File: src/rtl/dfg_inv_chain_pipe_pkg.sv
`default_nettype none
// ============================================================================
// Module      : dfg_chain_pkg
// Description : Shared helpers for the invert/copy chain pipeline:
//               the per-stage data transform and the occupancy-count width.
//               Data is carried at a fixed maximum width so no WIDTH-dependent
//               types live here; callers cast to their own WIDTH.
// Revision    : 1.0  initial release
// ============================================================================
package dfg_chain_pkg;

  // Widest data word the transform helper can carry.
  localparam int XFORM_MAX_W = 256;

  // Bitwise invert when inv is set, plain copy otherwise.
  function automatic logic [XFORM_MAX_W-1:0] stage_xform(
    input logic [XFORM_MAX_W-1:0] data,
    input logic                   inv
  );
    return inv ? ~data : data;
  endfunction

  // Bits needed to hold a count in 0..depth.
  function automatic int count_width(input int depth);
    return (depth < 1) ? 1 : $clog2(depth + 1);
  endfunction

endpackage : dfg_chain_pkg
`default_nettype wire

File: src/rtl/dfg_inv_chain_pipe_if.sv
`default_nettype none
// ============================================================================
// Module      : dfg_inv_chain_pipe_if
// Description : Handshake bundle for dfg_inv_chain_pipe.
//   flush      synchronous pipeline flush        (master -> slave)
//   in_valid   upstream word present             (master -> slave)
//   in_data    upstream word, WIDTH bits         (master -> slave)
//   in_ready   stage 0 can accept                (slave  -> master)
//   out_valid  last stage holds a word           (slave  -> master)
//   out_data   last stage data, WIDTH bits       (slave  -> master)
//   out_ready  downstream accepts                (master -> slave)
//   count      number of valid stages            (slave  -> master)
// Revision    : 1.0  initial release
// ============================================================================
interface dfg_inv_chain_pipe_if
  import dfg_chain_pkg::*;
#(
  parameter int WIDTH = 1,
  parameter int DEPTH = 3
);
  localparam int CNT_W = count_width(DEPTH);

  logic             flush;
  logic             in_valid;
  logic [WIDTH-1:0] in_data;
  logic             in_ready;
  logic             out_valid;
  logic [WIDTH-1:0] out_data;
  logic             out_ready;
  logic [CNT_W-1:0] count;

  modport master (
    output flush, in_valid, in_data, out_ready,
    input  in_ready, out_valid, out_data, count
  );

  modport slave (
    input  flush, in_valid, in_data, out_ready,
    output in_ready, out_valid, out_data, count
  );

endinterface : dfg_inv_chain_pipe_if
`default_nettype wire

File: src/rtl/dfg_inv_chain_pipe_stage.sv
`default_nettype none
// ============================================================================
// Module      : dfg_chain_stage
// Description : One data/valid register pair of the chain. Loads the
//               (optionally inverted) source word when ready and the source
//               is valid; clears valid when its word leaves and nothing new
//               arrives. Flush clears valid only; data is left alone.
//   clk, rst    clock, asynchronous active-high reset
//   flush       synchronous valid clear
//   src_valid   source word valid (already qualified for stage 0)
//   src_data    source word
//   next_ready  ready of the successor (out_ready for the last stage)
//   data, valid stage registers
//   ready       !valid | next_ready
// Revision    : 1.0  initial release
// ============================================================================
module dfg_chain_stage
  import dfg_chain_pkg::*;
#(
  parameter int               WIDTH     = 1,
  parameter bit               INV       = 1'b0,
  parameter logic [WIDTH-1:0] RESET_VAL = '0
) (
  input  logic             clk,
  input  logic             rst,
  input  logic             flush,
  input  logic             src_valid,
  input  logic [WIDTH-1:0] src_data,
  input  logic             next_ready,
  output logic [WIDTH-1:0] data,
  output logic             valid,
  output logic             ready
);

  logic [WIDTH-1:0] xform_data;

  assign xform_data = WIDTH'(stage_xform(XFORM_MAX_W'(src_data), INV));
  assign ready      = !valid | next_ready;

  always_ff @(posedge clk or posedge rst) begin
    if (rst) begin
      data  <= RESET_VAL;
      valid <= 1'b0;
    end else begin
      if (flush) begin
        valid <= 1'b0;
      end else if (ready) begin
        // Empty source means our word left (or we were empty): go invalid.
        valid <= src_valid;
      end
      // Data is only written on a real load so a flush leaves it untouched.
      if (!flush && ready && src_valid) begin
        data <= xform_data;
      end
    end
  end

endmodule : dfg_chain_stage
`default_nettype wire

File: src/rtl/dfg_inv_chain_pipe.sv
`default_nettype none
// ============================================================================
// Module      : dfg_inv_chain_pipe
// Description : DEPTH registered copy/invert stages with valid/ready
//               handshake, synchronous flush and occupancy count.
//               End-to-end out_data = in_data ^ {WIDTH{^INV_MASK}}.
//   clk   clock, rising edge
//   rst   asynchronous active-high reset
//   bus   dfg_inv_chain_pipe_if.slave (flush, in_*, out_*, count)
// Build option: DFG_CHAIN_BACKPRESSURE_EN
//   defined   : full ready chain, out_ready stalls the pipeline
//   undefined : out_ready ignored, every stage advances each cycle,
//               in_ready = !flush
// Revision    : 1.0  initial release
// ============================================================================
module dfg_inv_chain_pipe
  import dfg_chain_pkg::*;
#(
  parameter int               WIDTH     = 1,
  parameter int               DEPTH     = 3,
  parameter logic [DEPTH-1:0] INV_MASK  = DEPTH'(1),
  parameter logic [WIDTH-1:0] RESET_VAL = '0
) (
  input  logic                 clk,
  input  logic                 rst,
  dfg_inv_chain_pipe_if.slave  bus
);

  localparam int CNT_W = count_width(DEPTH);

  logic [WIDTH-1:0] data      [DEPTH];
  logic [WIDTH-1:0] src_data  [DEPTH];
  logic [DEPTH-1:0] valid;
  logic [DEPTH-1:0] src_valid;
  logic [DEPTH:0]   ready;
  logic [CNT_W-1:0] cnt;

`ifdef DFG_CHAIN_BACKPRESSURE_EN
  assign ready[DEPTH] = bus.out_ready;
  assign bus.in_ready = ready[0] & !bus.flush;
`else
  logic unused_out_ready;
  logic unused_ready0;
  assign unused_out_ready = bus.out_ready;
  assign unused_ready0    = ready[0];
  assign ready[DEPTH]     = 1'b1;
  assign bus.in_ready     = !bus.flush;
`endif

  for (genvar k = 0; k < DEPTH; k++) begin : g_stage
    if (k == 0) begin : g_first
      assign src_valid[k] = bus.in_valid & bus.in_ready;
      assign src_data[k]  = bus.in_data;
    end else begin : g_rest
      assign src_valid[k] = valid[k-1];
      assign src_data[k]  = data[k-1];
    end

    dfg_chain_stage #(
      .WIDTH     (WIDTH),
      .INV       (INV_MASK[k]),
      .RESET_VAL (RESET_VAL)
    ) u_stage (
      .clk        (clk),
      .rst        (rst),
      .flush      (bus.flush),
      .src_valid  (src_valid[k]),
      .src_data   (src_data[k]),
      .next_ready (ready[k+1]),
      .data       (data[k]),
      .valid      (valid[k]),
      .ready      (ready[k])
    );
  end

  always_comb begin
    cnt = '0;
    for (int k = 0; k < DEPTH; k++) begin
      cnt = cnt + CNT_W'(valid[k]);
    end
  end

  assign bus.count     = cnt;
  assign bus.out_valid = valid[DEPTH-1];
  assign bus.out_data  = data[DEPTH-1];

endmodule : dfg_inv_chain_pipe
`default_nettype wire
File: src/flat_wrapper.sv
// flat-port wrapper written by rule: the top's interface ports become plain ports
module dfg_inv_chain_pipe_flat import dfg_chain_pkg::*;
#(
  parameter int               WIDTH     = 1,
  parameter int               DEPTH     = 3,
  parameter logic [DEPTH-1:0] INV_MASK  = DEPTH'(1),
  parameter logic [WIDTH-1:0] RESET_VAL = '0
)
  (clk, rst, bus_flush, bus_in_valid, bus_in_data, bus_out_ready, bus_in_ready, bus_out_valid, bus_out_data, bus_count);
  dfg_inv_chain_pipe_if #(.WIDTH(WIDTH), .DEPTH(DEPTH)) bus_i ();
  input  logic clk;
  input  logic rst;
  input wire logic [$bits(bus_i.flush)-1:0] bus_flush;
  input wire logic [$bits(bus_i.in_valid)-1:0] bus_in_valid;
  input wire logic [$bits(bus_i.in_data)-1:0] bus_in_data;
  input wire logic [$bits(bus_i.out_ready)-1:0] bus_out_ready;
  output wire logic [$bits(bus_i.in_ready)-1:0] bus_in_ready;
  output wire logic [$bits(bus_i.out_valid)-1:0] bus_out_valid;
  output wire logic [$bits(bus_i.out_data)-1:0] bus_out_data;
  output wire logic [$bits(bus_i.count)-1:0] bus_count;
  assign bus_i.flush = bus_flush;
  assign bus_i.in_valid = bus_in_valid;
  assign bus_i.in_data = bus_in_data;
  assign bus_i.out_ready = bus_out_ready;
  assign bus_in_ready = bus_i.in_ready;
  assign bus_out_valid = bus_i.out_valid;
  assign bus_out_data = bus_i.out_data;
  assign bus_count = bus_i.count;
  dfg_inv_chain_pipe #(.WIDTH(WIDTH), .DEPTH(DEPTH), .INV_MASK(INV_MASK), .RESET_VAL(RESET_VAL)) u_core (.clk(clk), .rst(rst), .bus(bus_i));
endmodule
File: config.mk
export PLATFORM = sky130hd
export DESIGN_NAME = dfg_inv_chain_pipe_flat
export DESIGN_NICKNAME = d
export VERILOG_FILES = /design/src/rtl/dfg_inv_chain_pipe_pkg.sv /design/src/rtl/dfg_inv_chain_pipe_if.sv /design/src/rtl/dfg_inv_chain_pipe_stage.sv /design/src/rtl/dfg_inv_chain_pipe.sv /design/src/flat_wrapper.sv
export SDC_FILE = /design/constraint.sdc
export NUM_CORES = 1
export LEC_CHECK = 0
export ABC_CLOCK_PERIOD_IN_PS = 2500
export CAP_MARGIN = 10
export CORE_AREA = 5 5 42 44
export CTS_BUF_LIST = sky130_fd_sc_hd__clkbuf_16
export CTS_CLUSTER_DIAMETER = 40
export DETAILED_ROUTE_END_ITERATION = 8
export DIE_AREA = 0 0 47 49
export PLACE_DENSITY_LB_ADDON = 0.3
export SLEW_MARGIN = 10
export SYNTH_ARGS = -nofsm -noshare
export SYNTH_HDL_FRONTEND = slang
export SYNTH_SLANG_ARGS = --single-unit
File: constraint.sdc
create_clock -name clk -period 2.5 [get_ports clk]
set_input_delay 0.625 -clock clk [delete_from_list [all_inputs] [get_ports clk]]
set_output_delay 0.625 -clock clk [all_outputs]
set_load 0.01 [all_outputs]
=== Word level (Yosys, flattened, before mapping) ===
Index checks and enable logic that the tools add are counted.

* Bits in latches: 0
* Memories: 0
* Output and inout port bits: 5
* Bits in writable memories: 0
* Input port bits: 6
* Word-level logic and storage cells: 17
* Register bits: 6
* Memory bits (read-only): 0

* Multiplexer cells: 3
* Bitwise gates (word level): 2
* Multipliers: 0
* Add/sub/neg operators: 2
* Order comparisons: 0
* Eq/ne operators: 0
* Shifts and indexed selects: 0
* Div/mod/pow operators: 0
* Reductions and logical operators: 4

{| class="wikitable"
|+ Operator list
! operator !! number
|-
| $logic_and A1 B1 Y1 || 3
|-
| $mux W1 || 3
|-
| $add A1 B1 Y2 || 1
|-
| $add A2 B1 Y2 || 1
|-
| $and A1 B1 Y1 || 1
|-
| $logic_not A1 Y1 || 1
|-
| $not A1 Y1 || 1
|}

=== Longest topological paths before layout ===
Gate-level depths: netlist (run 1).

* Depth in word-level cells: 3
* Mapped depth: 2
* Gate-level depth less buffers: 2

=== By module ===
From an unflattened synthesis (run 1), not the netlist that was laid out.

* Cells, all modules: 31
* Area, all modules: 344.1 um^2

{| class="wikitable"
|+ Modules (own cells, without submodules)
! module !! area each (um^2) !! cells an instance !! times used !! sequential area each (um^2)
|-
| dfg_chain_stage (u_core.g_stage[1].u_stage ...) || 106.4 || 9 || 2 || 50.0
|-
| dfg_chain_stage (u_core.g_stage[0].u_stage) || 97.6 || 9 || 1 || 50.0
|-
| dfg_inv_chain_pipe || 33.8 || 4 || 1 || 0.0
|}

=== Worst setup path before layout (run 1) ===
No wires, ideal clock.

* Kind: reg-to-output
* Start: reg u_core.g_stage[2].u_stage.valid
* End: out bus_count[0]
* Data required time: 1.875 ns
* Arrival: 1.000 ns
* Buffers on the path: 0
* Stages on the path, launching flop included: 2
* Path slack: 0.875 ns
* Cell sequence: dfrtp_1 -> fa_1

* Longest elaborated chain between the ends: 1

{| class="wikitable"
|+ Ends and longest elaborated chain
! element !! RTL line !! text
|-
| from (decl) || dfg_inv_chain_pipe_stage.sv:31 || <nowiki>output logic valid,</nowiki>
|-
| from (signal assigned) || dfg_inv_chain_pipe_stage.sv:49 || <nowiki>valid <= src_valid;</nowiki>
|-
| $add A2 B1 Y2 || dfg_inv_chain_pipe.sv:79 || <nowiki>cnt = cnt + CNT_W'(valid[k]);</nowiki>
|-
| to (decl) || flat_wrapper.sv:20 || <nowiki>output wire logic [$bits(bus_i.count)-1:0] bus_count;</nowiki>
|}

Every way passes these cells.

=== Worst setup path after layout (run 1) ===
Ends and elaborated chain as after synthesis.

==> results of run 1 <==
[cells in the mapped netlist (all sizes together)]
cell type / number / area, µm²
dfrtp: 6 / 150
fa: 1 / 20.0
inv: 3 / 11.3
mux2: 2 / 30.0
mux2i: 1 / 10.0
nor2b: 3 / 26.3
[through the flow]
| step | instance area (µm²) | power [µW] | hold WS, ps | cells |
|---|---|---|---|---|
| 2_1_floorplan | 248 | 152 | 416 | 16 |
| 3_3_place_gp | 365 | 184 | 498 | 42 |
| 3_5_place_dp | 365 | 185 | 496 | 42 |
| 4_1_cts | 440 | 449 | 510 | 45 |
| 5_1_grt | 440 | 461 | 525 | 45 |
| 6_report | 440 | 444 | 508 | 45 |
[power by group through the flow]
stage / clock (µW) / combinational, µW / sequential (µW)
global placement: 0 / 61.6 / 123
CTS: 265 / 63.2 / 122
detailed placement: 0 / 62.3 / 123
floorplan: 0 / 27.1 / 125
finish: 261 / 61.7 / 122
global route: 268 / 68.4 / 124
[path summary, 6_finish.rpt]
kind                            slack (ps)                                         end                                        from  cells past startpoint
worst min register to register         510  u_core.g_stage[1].u_stage.data$_DFFE_PP0P_  u_core.g_stage[0].u_stage.data$_DFFE_PP0P_                      1
worst min-delay path                   510  u_core.g_stage[1].u_stage.data$_DFFE_PP0P_  u_core.g_stage[0].u_stage.data$_DFFE_PP0P_                      1
max in group asynchronous             1700   u_core.g_stage[0].u_stage.valid$_DFF_PP0_                                         rst                      2
worst max register to register        1540  u_core.g_stage[2].u_stage.data$_DFFE_PP0P_   u_core.g_stage[1].u_stage.valid$_DFF_PP0_                      2
worst max-delay path                   200                                bus_count[0]   u_core.g_stage[2].u_stage.valid$_DFF_PP0_                      2
min in group asynchronous              610  u_core.g_stage[2].u_stage.data$_DFFE_PP0P_                                         rst                      2
[registers in the layout (all words and copies together) (netlist names)]
register                      count
u_core.g_stage.u_stage.data       3
u_core.g_stage.u_stage.valid      3
[kinds of logic after synthesis]
family / synth area share [%]
muxes: 16.2
buffers and inverters: 4.55
DFF: 60.6
and+or+nand+nor: 10.6
adders and majority gates: 8.08
[layer usage]
metal	part of all wire, %	global-route usage, %	up-vias	wire (µm)
met3	9.8	2.21	2	45
met4	3.7	6.91	0	17
met5	0	0	-	0
met2	49	6.56	7	223
met1	37	6.08	73	170
li1	-	-	74	-
[cell type report]
class	count	area, µm²	share of cell area, %
inverters	3	11.3	2.56
clock buffers	3	75.1	17.0
repair buffers	10	97.6	22.2
multi-input cells	7	86.3	19.6
flip-flops and latches	6	150	34.1
well taps	16	20.0	4.55
==> key figures, run 1 <==
Outcome
  – Status: complete, no violations

Power and ir drop
  – Internal power: 361 µW
  – Clock power frac: 58.7%
  – Psw: 83.1 µW
  – PwrDens: 1010 mW/mm²
  – Comb power frac: 13.9%
  – Sw frac: 18.7%
  – Leakage: 0.000204 µW
  – Seq pwr share: 27.4%
  – Worst VDD drop: 359 µV

Drt
  – DRC: 0
  – DRT Pass-1 Iters: 1
  – Drt total wl: 457 µm
  – Post-route ant nets: 0
  – DRT iter0 DRCs: 0
  – Vias: 156
  – Vias per inst: 3.47
  – Drt wl/cell: 10.2 µm

Timing
  – Post-layout min period: 2300 ps
  – Fin. max-slew vios: 0
  – RSZ-0062 raised after global routing: no
  – # setup viols final: 0
  – Slew @ Worst Pin: 230 ps
  – Clk_skew: 0.415 ps
  – Fin crit share: 92.1%
  – Final worst setup slack: 198 ps
  – Fmax achieved: 434 MHz
  – Final Hold Vio Count: 0
  – Setup tns final: 0 ps
  – Relative slew slack: 84.6%

Synthesis
  – Yosys warning count: 0
  – Synthesized Nets: 23
  – Mean Syn Cell Area: 15.5 µm²
  – Seq cells post-synth: 6
  – Cell area after synthesis: 248 µm²
  – Unique masters post-synth: 6
  – Seq/Total Area, Yosys: 60.6%
  – Gate Count Post-Synth: 16

Placement
  – Routability congestion estimate from global placement: 0.680
  – Place WS: 229 ps
  – PortBufs: 9

Layout
  – Commonest non-fill, non-tap cell in the layout: clkdlybuf4s50_1
  – # diodes: 0
  – Final core utilization: 31.4%
  – Area Growth Syn to Fin: 77.8%
  – Share of layout cells above drive strength 1: 31.0%
  – Net count, final: 38
  – Filler instances: 150
  – Commonest non-fill, non-tap cells in the layout: clkdlybuf4s50_1 (9), dfrtp_1 (6), nor2b_2 (3), inv_1 (3), clkbuf_16 (3)

GRT
  – Largest net degree at the start of global routing: 7
  – Total grt overflow: 0
  – First-pass GRT wire length: 807 µm
  – Initial antenna violation count: 0
  – Number of global-route vias before repair: 193
  – Global Route Usage Sum: 5.46%

Clocking
  – Resized cells post-CTS: 0
  – Total CTS buffers: 3
  – CTS root buffer: clkbuf_16
  – CTS clk-pin slew, worst paths: 30 ps
  – CTS Sinks: 6
  – Clock Latency Late Sink: 230 ps
  – Post-CTS Setup Bufs: 0
  – TritonCTS clock tree: yes
  – Number of H-tree levels: 1
  – Clock buffer depth: 2
  – Count of hold-fix buffers inserted at cts: 0

Flow run
  – Max-cap violations: 0

Setup path
  – CP arrival: 1680 ps
  – Critical Path End Type: primary output
  – Crit-path max FO: 2
  – Worst-path cell chain: fa_1 > clkdlybuf4s50_1
  – Critical Path Max Stage Delay: 530 ps
  – Crit path max-delay family: adder cells
  – CP bufs+invs: 1
  – CP Data Required Time: 1880 ps
  – Crit-path slowest cell: fa_1
  – Critical Path Source Type: flip-flop
  – Critical path class: flip-flop to primary output

Floorplan
  – Site Rows: 14
  – Ports: 11
  – Initial core utilization: 17.7%
  – Core box area: 0.00140 mm²
  – Die height: 49 µm
  – Die width: 47 µm
  – Die ar.: 0.00230 mm²

Hold path
  – Tightest Hold Check Type: flip-flop to flip-flop
Power figures use the tool's default switching activity.
==> run 2: changes to the inputs <==
--- a/config.mk
+++ b/config.mk
@@ -6,5 +6,5 @@
 export NUM_CORES = 1
 export LEC_CHECK = 0
-export ABC_CLOCK_PERIOD_IN_PS = 2500
+export ABC_CLOCK_PERIOD_IN_PS = 2900
 export CAP_MARGIN = 10
 export CORE_AREA = 5 5 42 44
@@ -14,4 +14,5 @@
 export DIE_AREA = 0 0 47 49
 export PLACE_DENSITY_LB_ADDON = 0.3
+export SETUP_SLACK_MARGIN = 0.3
 export SLEW_MARGIN = 10
 export SYNTH_ARGS = -nofsm -noshare
==> constraint.sdc (replaced) <==
create_clock -name clk -period 2.9 [get_ports clk]
set_input_delay 0.725 -clock clk [delete_from_list [all_inputs] [get_ports clk]]
set_output_delay 0.725 -clock clk [all_outputs]
set_load 0.005 [all_outputs]
==> key figures, run 2 (same netlist as run 1, synthesis figures left out) <==
GRT
  – Global Route Usage Sum: 5.67% (+0.21 points)
  – First-pass GRT wire length: 855 µm (+5.9%)
  – Largest net degree at the start of global routing: 7 (unchanged)
  – Number of global-route vias before repair: 193 (unchanged)
  – Total grt overflow: 0 (unchanged)
  – Initial antenna violation count: 0 (unchanged)

Clocking
  – Total CTS buffers: 3 (unchanged)
  – Post-CTS Setup Bufs: 0 (unchanged)
  – Clock Latency Late Sink: 230 ps (about the same)
  – Resized cells post-CTS: 0 (unchanged)
  – CTS clk-pin slew, worst paths: 30 ps (about the same)
  – TritonCTS clock tree: yes
  – Count of hold-fix buffers inserted at cts: 0 (unchanged)
  – Number of H-tree levels: 1 (unchanged)
  – CTS Sinks: 6 (unchanged)
  – Clock buffer depth: 2 (unchanged)
  – CTS root buffer: clkbuf_16

Placement
  – Routability congestion estimate from global placement: 0.682 (+0.40%)
  – Dpl hpwl: 358 µm
  – PortBufs: 9 (unchanged)
  – Place WS: 377 ps (+148 ps)
  – Placed inst area: 358 µm² (-2.1%)

Setup path
  – Critical Path Source Type: primary input
  – CP arrival: 1800 ps (+120 ps)
  – Critical Path End Type: primary output
  – CP Data Required Time: 2170 ps (+290 ps)
  – Critical path class: primary input to primary output
  – Crit-path max FO: 4 (+2)

Floorplan
  – Die height: 49 µm (unchanged)
  – Die width: 47 µm (unchanged)
  – Initial core utilization: 17.7% (unchanged)
  – Die ar.: 0.00230 mm² (unchanged)
  – Ports: 11 (unchanged)
  – Core box area: 0.00140 mm² (unchanged)
  – Site Rows: 14 (unchanged)

Power and ir drop
  – Leakage: 0.000199 µW (-2.4%)
  – Worst VDD drop: 347 µV (-3.3%)
  – Comb power frac: 12.9% (-1.0 points)
  – Psw: 62.0 µW (-25%)
  – PwrDens: 859 mW/mm² (-15%)
  – Internal power: 310 µW (-14%)
  – Clock power frac: 58.9% (+0.2 points)
  – Seq pwr share: 28.2% (+0.8 points)
  – Sw frac: 16.7% (-2.0 points)

Timing
  – Post-layout min period: 2530 ps
  – Slew @ Worst Pin: 227 ps (-3.22 ps)
  – Final worst setup slack: 374 ps (+176 ps)
  – Final Hold Vio Count: 0 (unchanged)
  – Relative slew slack: 84.8% (+0.21 points)
  – # setup viols final: 0 (unchanged)
  – Fin crit share: 87.1%
  – Fin. max-slew vios: 0 (unchanged)
  – Clk_skew: 1.34 ps (+0.923 ps)
  – Setup tns final: 0 ps (unchanged)
  – RSZ-0062 raised after global routing: no
  – Fmax achieved: 396 MHz

Outcome
  – Status: complete, no violations

Drt
  – Vias per inst: 3.59 (+3.6%)
  – Post-route ant nets: 0 (unchanged)
  – Drt total wl: 447 µm (-2.2%)
  – Drt wl/cell: 10.2 µm (about the same)
  – DRT iter0 DRCs: 1 (+1)
  – DRC: 0 (unchanged)
  – Vias: 158 (+1.3%)
  – DRT Pass-1 Iters: 2 (+1)

Layout
  – Commonest non-fill, non-tap cells in the layout: clkdlybuf4s50_1 (9), dfrtp_1 (6), nor2b_2 (3), inv_1 (3), clkbuf_16 (3)
  – Share of layout cells above drive strength 1: 28.6% (-2.5 points)
  – # diodes: 0 (unchanged)
  – Cell area after layout: 433 µm² (-1.7%)
  – Commonest non-fill, non-tap cell in the layout: clkdlybuf4s50_1
  – Area Growth Syn to Fin: 74.7%
  – Largest registers: u_core.g_stage.u_stage.data (3), u_core.g_stage.u_stage.valid (3)
  – Net count, final: 37 (-2.6%)
  – Filler instances: 151 (+0.67%)

Hold path
  – Tightest Hold Check Type: flip-flop to flip-flop

Flow run
  – Max-cap violations: 0 (unchanged)
run 2: cell types whose count changed in the layout (fill, tap and decap cells not counted), sizes merged:
cell  previous run  this run
buf              1         0
run 2: layout make-up:
type | count | area [µm²] | area share, %
sequential | 6 | 150 | 34.7
timing repair buffer | 9 | 90.1 | 20.8
multi-input combinational | 7 | 86.3 | 19.9
clock buffer | 3 | 75.1 | 17.3
tap | 16 | 20.0 | 4.62
inverter | 3 | 11.3 | 2.60
run 2: worst paths after layout:
check | cells past startpoint | startpoint | slack (ps) | endpoint
min in group asynchronous | 2 | rst | 710 | u_core.g_stage[1].u_stage.valid$_DFF_PP0_
setup / recovery | 3 | bus_flush | 370 | bus_in_ready
hold / removal | 1 | u_core.g_stage[0].u_stage.data$_DFFE_PP0P_ | 510 | u_core.g_stage[1].u_stage.data$_DFFE_PP0P_
hold reg to reg | 1 | u_core.g_stage[0].u_stage.data$_DFFE_PP0P_ | 510 | u_core.g_stage[1].u_stage.data$_DFFE_PP0P_
max in group asynchronous | 2 | rst | 2000 | u_core.g_stage[0].u_stage.data$_DFFE_PP0P_
setup reg to reg | 2 | u_core.g_stage[1].u_stage.valid$_DFF_PP0_ | 1930 | u_core.g_stage[2].u_stage.data$_DFFE_PP0P_
run 2: metrics by stage:
stage,total power [µW],cells,hold WS (ps),util (%)
after global placement,154,41,499,25.5
final,372,44,505,30.9
after floorplan,127,16,481,-
after global routing,390,44,532,30.9
after detailed placement,155,41,500,25.5
after CTS,377,44,510,30.9
run 2: power by group through the flow:
stage                     combinational [µW]  sequential [µW]  clock (µW)
after global routing                    53.7              107         228
final                                   48.1              105         219
after detailed placement                48.8              106           0
after global placement                  48.5              106           0
after floorplan                         21.9              105           0
after CTS                               49.3              105         223
run 2: worst max-delay path: stages:
cell,delay (ps)
clkdlybuf4s50_1,500
inv_1,90
clkdlybuf4s50_1,490
run 2: routing by layer:
metal / track usage [%] / vias to the layer above / part of all wire (%)
met5: 0 / - / 0
li1: - / 74 / -
met4: 5.53 / 0 / 2.9
met3: 3.69 / 2 / 12
met2: 7.69 / 7 / 53
met1: 5.39 / 75 / 32
==> run 3: changes to the inputs <==
- ABC_CLOCK_PERIOD_IN_PS: 2900 -> unset
==> results of run 3 <==
No change in the layout: final DEF, timing and power equal those of run 2.
